$ cat src/rtl/ddr2_rst_sequencer_pkg.sv
// Shared state encodings, default parameters and sizing helper for the
// DDR2 reset sequencer.
package ddr2_rst_seq_pkg;

  typedef enum logic [2:0] {
    ST_WAIT_LOCK = 3'd0,
    ST_HOLD      = 3'd1,
    ST_WAIT_RDY  = 3'd2,
    ST_RELEASE   = 3'd3,
    ST_RUN       = 3'd4,
    ST_FAULT     = 3'd5
  } seq_state_t;

  localparam int DEF_NUM_CH      = 4;
  localparam int DEF_HOLD_CYCLES = 25;
  localparam int DEF_STAGGER     = 16;
  localparam int DEF_RDY_TIMEOUT = 4096;
  localparam int DEF_SYNC_STAGES = 2;

  function automatic int max3(input int a, input int b, input int c);
    int m;
    m = (a > b) ? a : b;
    return (m > c) ? m : c;
  endfunction

endpackage

$ cat src/rtl/ddr2_sync_bit.sv
// Multi-flop synchroniser bringing a single asynchronous level into clk200.
module ddr2_sync_bit #(
  parameter int STAGES = 2
) (
  input  logic clk200,
  input  logic rst200,
  input  logic d,
  output logic q
);

  logic [STAGES-1:0] sync_q;

  always_ff @(posedge clk200) begin
    if (rst200) sync_q <= '0;
    else        sync_q <= {sync_q[STAGES-2:0], d};
  end

  assign q = sync_q[STAGES-1];

endmodule

$ cat src/rtl/ddr2_rst_sequencer.sv
// Power-up reset sequencer: waits for clock lock, holds the IDELAY controller
// in reset, then releases channel resets one by one.
//
// state      | meaning
// WAIT_LOCK  | everything in reset, waiting for synchronised lock
// HOLD       | lock seen, IDELAY controller reset held HOLD_CYCLES
// WAIT_RDY   | controller released, waiting for ctrl_rdy (bounded)
// RELEASE    | channel resets falling every STAGGER cycles, ascending
// RUN        | all channels out of reset
// FAULT      | ctrl_rdy timeout; only retry or rst200 leaves
module ddr2_rst_sequencer
  import ddr2_rst_seq_pkg::*;
#(
  parameter int NUM_CH      = DEF_NUM_CH,
  parameter int HOLD_CYCLES = DEF_HOLD_CYCLES,
  parameter int STAGGER     = DEF_STAGGER,
  parameter int RDY_TIMEOUT = DEF_RDY_TIMEOUT,
  parameter int SYNC_STAGES = DEF_SYNC_STAGES
) (
  input  logic              clk200,
  input  logic              rst200,
  input  logic              clk_lock,
  input  logic              ctrl_rdy,
  input  logic              retry,
  output logic              ctrl_rst,
  output logic [NUM_CH-1:0] ch_rst,
  output logic              all_ready,
  output logic              fault,
  output logic [2:0]        state_o
);

  localparam int CW = $clog2(max3(HOLD_CYCLES, STAGGER * NUM_CH, RDY_TIMEOUT)) + 1;
  localparam logic [CW-1:0] CNT_MAX  = {CW{1'b1}};
  localparam logic [CW-1:0] HOLD_END = CW'(HOLD_CYCLES - 1);
  localparam logic [CW-1:0] RDY_END  = CW'(RDY_TIMEOUT - 1);
  localparam logic [CW-1:0] REL_END  = CW'((NUM_CH - 1) * STAGGER);

  logic              lock_s;
  seq_state_t        state, state_nx;
  logic [CW-1:0]     cnt, cnt_nx;
  logic              ctrl_rst_nx, all_ready_nx, fault_nx;
  logic [NUM_CH-1:0] ch_rst_nx;

  ddr2_sync_bit #(.STAGES(SYNC_STAGES)) u_lock_sync (
    .clk200 (clk200),
    .rst200 (rst200),
    .d      (clk_lock),
    .q      (lock_s)
  );

  always_comb begin
    state_nx = state;
    cnt_nx   = (cnt == CNT_MAX) ? cnt : cnt + CW'(1);

    if (state != ST_FAULT && !lock_s) begin
      state_nx = ST_WAIT_LOCK;
    end else if ((state == ST_RELEASE || state == ST_RUN) && !ctrl_rdy) begin
      state_nx = ST_WAIT_LOCK;
    end else begin
      case (state)
        ST_WAIT_LOCK: if (lock_s) state_nx = ST_HOLD;
        ST_HOLD:      if (cnt == HOLD_END) state_nx = ST_WAIT_RDY;
        ST_WAIT_RDY: begin
          if (ctrl_rdy)             state_nx = ST_RELEASE;
          else if (cnt == RDY_END)  state_nx = ST_FAULT;
        end
        ST_RELEASE:   if (cnt == REL_END) state_nx = ST_RUN;
        ST_RUN:       state_nx = ST_RUN;
        ST_FAULT:     if (retry) state_nx = ST_WAIT_LOCK;
        default:      state_nx = ST_WAIT_LOCK;
      endcase
    end

    if (state_nx != state) cnt_nx = '0;

    // Outputs are decoded from the next state so they register alongside it.
    ctrl_rst_nx  = (state_nx == ST_WAIT_LOCK) || (state_nx == ST_HOLD) ||
                   (state_nx == ST_FAULT);
    all_ready_nx = (state_nx == ST_RUN);
    fault_nx     = (state_nx == ST_FAULT);
    ch_rst_nx    = '1;
    if (state_nx == ST_RUN) begin
      ch_rst_nx = '0;
    end else if (state_nx == ST_RELEASE) begin
      for (int k = 0; k < NUM_CH; k++)
        ch_rst_nx[k] = (cnt_nx < CW'(k * STAGGER));
    end
  end

  always_ff @(posedge clk200) begin
    if (rst200) begin
      state     <= ST_WAIT_LOCK;
      cnt       <= '0;
      ctrl_rst  <= 1'b1;
      ch_rst    <= '1;
      all_ready <= 1'b0;
      fault     <= 1'b0;
    end else begin
      state     <= state_nx;
      cnt       <= cnt_nx;
      ctrl_rst  <= ctrl_rst_nx;
      ch_rst    <= ch_rst_nx;
      all_ready <= all_ready_nx;
      fault     <= fault_nx;
    end
  end

  assign state_o = state;

endmodule
$ cat config.mk
export PLATFORM = sky130hd
export DESIGN_NAME = ddr2_rst_sequencer
export DESIGN_NICKNAME = d
export VERILOG_FILES = /design/src/rtl/ddr2_rst_sequencer_pkg.sv /design/src/rtl/ddr2_sync_bit.sv /design/src/rtl/ddr2_rst_sequencer.sv
export SDC_FILE = /design/constraint.sdc
export NUM_CORES = 1
export LEC_CHECK = 0
export CAP_MARGIN = 40
export CORE_ASPECT_RATIO = 0.9
export CORE_MARGIN = 5
export CORE_UTILIZATION = 45
export DETAILED_ROUTE_END_ITERATION = 10
export GPL_ROUTABILITY_DRIVEN = 0
export PLACE_DENSITY = 0.77
export SLEW_MARGIN = 20
export SYNTH_ARGS = -nofsm -noshare
export SYNTH_HDL_FRONTEND = slang
export SYNTH_SLANG_ARGS = --single-unit
$ cat constraint.sdc
create_clock -name clk200 -period 2.7 [get_ports clk200]
set_input_delay 0.27 -clock clk200 [delete_from_list [all_inputs] [get_ports clk200]]
set_output_delay 0.27 -clock clk200 [all_outputs]
set_load 0.005 [all_outputs]
==> flow_metrics.tcl, run 1 <==
set metrics [dict create \
    ys_seq_area_share_pct 34.8 \
    portBuffers 14 \
    netlist_instances 183 \
    cp-endpoint "cnt[0]" \
    ff2ff_setup_slack_ns 0.24 \
    switchingPower_uw 139 \
    rows 19 \
    setup.worst_path.start_class "flip-flop" \
    clkTransAtPathRegs_ns 0.14 \
    setup_viol 0 \
    max_slew_margin_pct 62.4 \
    dp.cells 232 \
    multi_input_comb_area_um2 843 \
    place_area_um2 1590 \
    antenna_found_initial 0 \
    yosys_warnings 0 \
    numClockSinks 25 \
    rsz0062_at_grt "no" \
    internal_power_uw 448 \
    vias 1356 \
    final_area_um2 1630 \
    fin_ws_ns 0.243 \
    cts_buffers 3 \
    timing.fmax_mhz 407 \
    wire_per_inst_um 12.8 \
    tightest_slew_ns 0.560 \
    syn-cell-area_um2 1440 \
    globalRouteTotalUtil_pct 13.8 \
    clock-skew-final_ns 0.00488 \
    die_w_um 69.6 \
    pwr-share-comb_pct 6.7 \
    path_max_fanout 13 \
    arrival_ns 2.70 \
    grt_max_degree 16 \
    p_total_uw 588 \
    finalNonFillerCells 236 \
    cts_buffer_depth 2 \
    grt_pass1_wl_mm 5.12 \
    hold_viol 0 \
    place_ws_ns 0.261 \
    powerDensity_nw_per_um2 361 \
    p_leak_nw 0.600 \
    synth_nets 190 \
    min_path_type "flip-flop to flip-flop" \
    ant_nets 0 \
    status "finished clean" \
    final_common_cell "nor2_1" \
    regArea_um2 500 \
    nNetsFinal 202 \
    fin_crit_sh_pct 91.0 \
    synth_cell_type_count 46 \
    rr_endpoint "cnt[0]" \
    n_antenna_cell 0 \
    seq_power_share_pct 64.6 \
    die-area_um2 4430 \
    area_delta_synth_final_pct 13.4 \
    synth-edff-count 0 \
    fp.dieH_um 63.6 \
    critPathLaunch "cnt[0]" \
    reg2reg_from "cnt[0]" \
    drt_iter0_drc 170 \
    synth.avg_cell_area_um2 7.86 \
    r2r_cells 8 \
    drcViolationCount 0 \
    ys_ff_latch 25 \
    place_hpwl_mm 2.27 \
    drv_slew 0 \
    maxCapViolations 0 \
    clk_latency_ns 0.32 \
    first_global_vias 1090 \
    dr.pass1.iters 4 \
    nFillCells 274 \
    core_um2 3070 \
    most-common-layout-cells "28 x nor2_1, 25 x dfxtp_1, 14 x clkdlybuf4s50_1" \
    vias_per_cell 5.75 \
    worst_ir_drop_vdd_v 0.000417 \
    ys.flop_type "dfxtp_1" \
    critPathRequiredTime_ns 2.95 \
    swShare_pct 23.7 \
    setup_tns_ns 0 \
    h-tree-depth 1 \
    overflow 0 \
    initial_core_util_pct 46.9 \
    path_class "flip-flop to flip-flop" \
    root_buffer "clkbuf_4" \
    cts_tree "yes" \
    drive_above_1_share_pct 9.79 \
    cts_setup_buffers 0 \
    drt-total-wl_mm 3.02 \
    pin_count 15 \
    pwr-share-clk_pct 28.7 \
    end_kind "flip-flop" \
    async_flop_share_pct 0 \
    period_minus_slack_ns 2.46 \
]
## power groups by stage
stage / combinational (mW) / sequential (mW) / clock, mW
final: 0.0396 / 0.380 / 0.169
after global routing: 0.0441 / 0.381 / 0.193
after global placement: 0.0388 / 0.387 / 0
after CTS: 0.0389 / 0.380 / 0.177
after floorplan: 0.0285 / 0.386 / 0
after detailed placement: 0.0388 / 0.388 / 0
## synth_stat cells, types with 3 or more instances
master	number	area, µm²
nor2_1	28	105
dfxtp_1	25	500
a21oi_1	12	60.1
inv_1	9	33.8
nand2_1	9	33.8
nand3_1	9	45.0
o21ai_0	9	45.0
and3_1	7	43.8
nand4_1	7	43.8
clkbuf_1	6	22.5
nor3_1	6	30.0
xor2_1	4	35.0
buf_6	3	33.8
nand3b_1	3	22.5
nor4_1	3	18.8
o31ai_1	3	22.5
xnor2_1	3	26.3
## worst max-delay path, cell delays in order, from the launching register on
cell     delay (ns)
dfxtp_1        0.36
inv_1          0.08
ha_1           0.13
or4b_1         0.53
nor4_4         0.31
a211o_2        0.21
nand2_2        0.08
a311o_2        0.46
nor3_1         0.22
## area by class of cell
class                           instances  share of cell area (%)
Clock buffer                            3                    1.38
Sequential cell                        25                    30.7
Inverter                                9                    2.07
Tap cell                               42                    3.22
Multi-Input combinational cell        138                    51.7
Clock inverter                          1                   0.460
Timing Repair Buffer                   18                    10.4
## how the worst min path moves through the flow
stage / start / to / slack, ns / cells after the start
2_1_floorplan: rst200 / u_lock_sync.sync_q[0] / 0.34 / 1
3_3_place_gp: u_lock_sync.sync_q[0] / u_lock_sync.sync_q[1] / 0.42 / 1
3_5_place_dp: u_lock_sync.sync_q[0] / u_lock_sync.sync_q[1] / 0.43 / 1
4_1_cts: u_lock_sync.sync_q[0] / u_lock_sync.sync_q[1] / 0.46 / 1
5_1_grt: u_lock_sync.sync_q[0] / u_lock_sync.sync_q[1] / 0.47 / 1
6_report: u_lock_sync.sync_q[0] / u_lock_sync.sync_q[1] / 0.45 / 1
## state kept, by name, summed over array words and instances (netlist names)
name,count
u_lock_sync.sync_q,2
state_o,3
all_ready,1
ch_rst,4
ctrl_rst,1
cnt,13
fault,1
## metrics by stage
stage	util, %	hold WS (ns)
after floorplan	-	0.342
after global placement	52.0	0.419
after detailed placement	52.0	0.426
after CTS	53.0	0.459
after global routing	53.2	0.466
final	53.2	0.448
## layer usage
metal  GRT usage (%)  part of all wire [%]  vias to the layer above
li1                -                     -                      683
met1            19.5                    48                      615
met2            21.0                    43                       56
met3            3.50                   7.9                        2
met4            2.93                  0.63                        0
met5               0                     0                        -
## cell families (layout without fill, tap and decap cells)
kind of cell / Yosys count / after routing / share of synthesized area (%)
DFF: 25 / 25 / 34.8
muxes: 1 / 1 / 0.696
and+or+nand+nor: 90 / 90 / 34.6
adders and majority gates: 2 / 2 / 1.74
buffers and inverters: 20 / 31 / 6.96
AOI/OAI and AO/OA: 38 / 38 / 17.0
xor gates and xnor gates: 7 / 7 / 4.26
## what timing repair did
action | in CTS | in global routing
resized for setup | 0 | 1
hold buffers | 0 | 0
setup endpoints to repair | 0 | 13
No activity file was read; power rests on OpenSTA's default activity.
==> inputs of run 2 (changes only) <==
--- a/config.mk
+++ b/config.mk
@@ -9,6 +9,7 @@
 export CORE_ASPECT_RATIO = 0.9
 export CORE_MARGIN = 5
 export CORE_UTILIZATION = 45
+export CTS_CLUSTER_SIZE = 40
 export DETAILED_ROUTE_END_ITERATION = 10
 export GPL_ROUTABILITY_DRIVEN = 0
 export PLACE_DENSITY = 0.77
==> results of run 2 <==
No change in the layout: final DEF, timing and power equal those of run 1.
==> inputs of run 3 (changes only) <==
--- a/config.mk
+++ b/config.mk
@@ -5,6 +5,7 @@
 export SDC_FILE = /design/constraint.sdc
 export NUM_CORES = 1
 export LEC_CHECK = 0
+export ABC_CLOCK_PERIOD_IN_PS = 2700
 export CAP_MARGIN = 40
 export CORE_ASPECT_RATIO = 0.9
 export CORE_MARGIN = 5
==> results of run 3 <==
No change in the layout: final DEF, timing and power equal those of run 1.
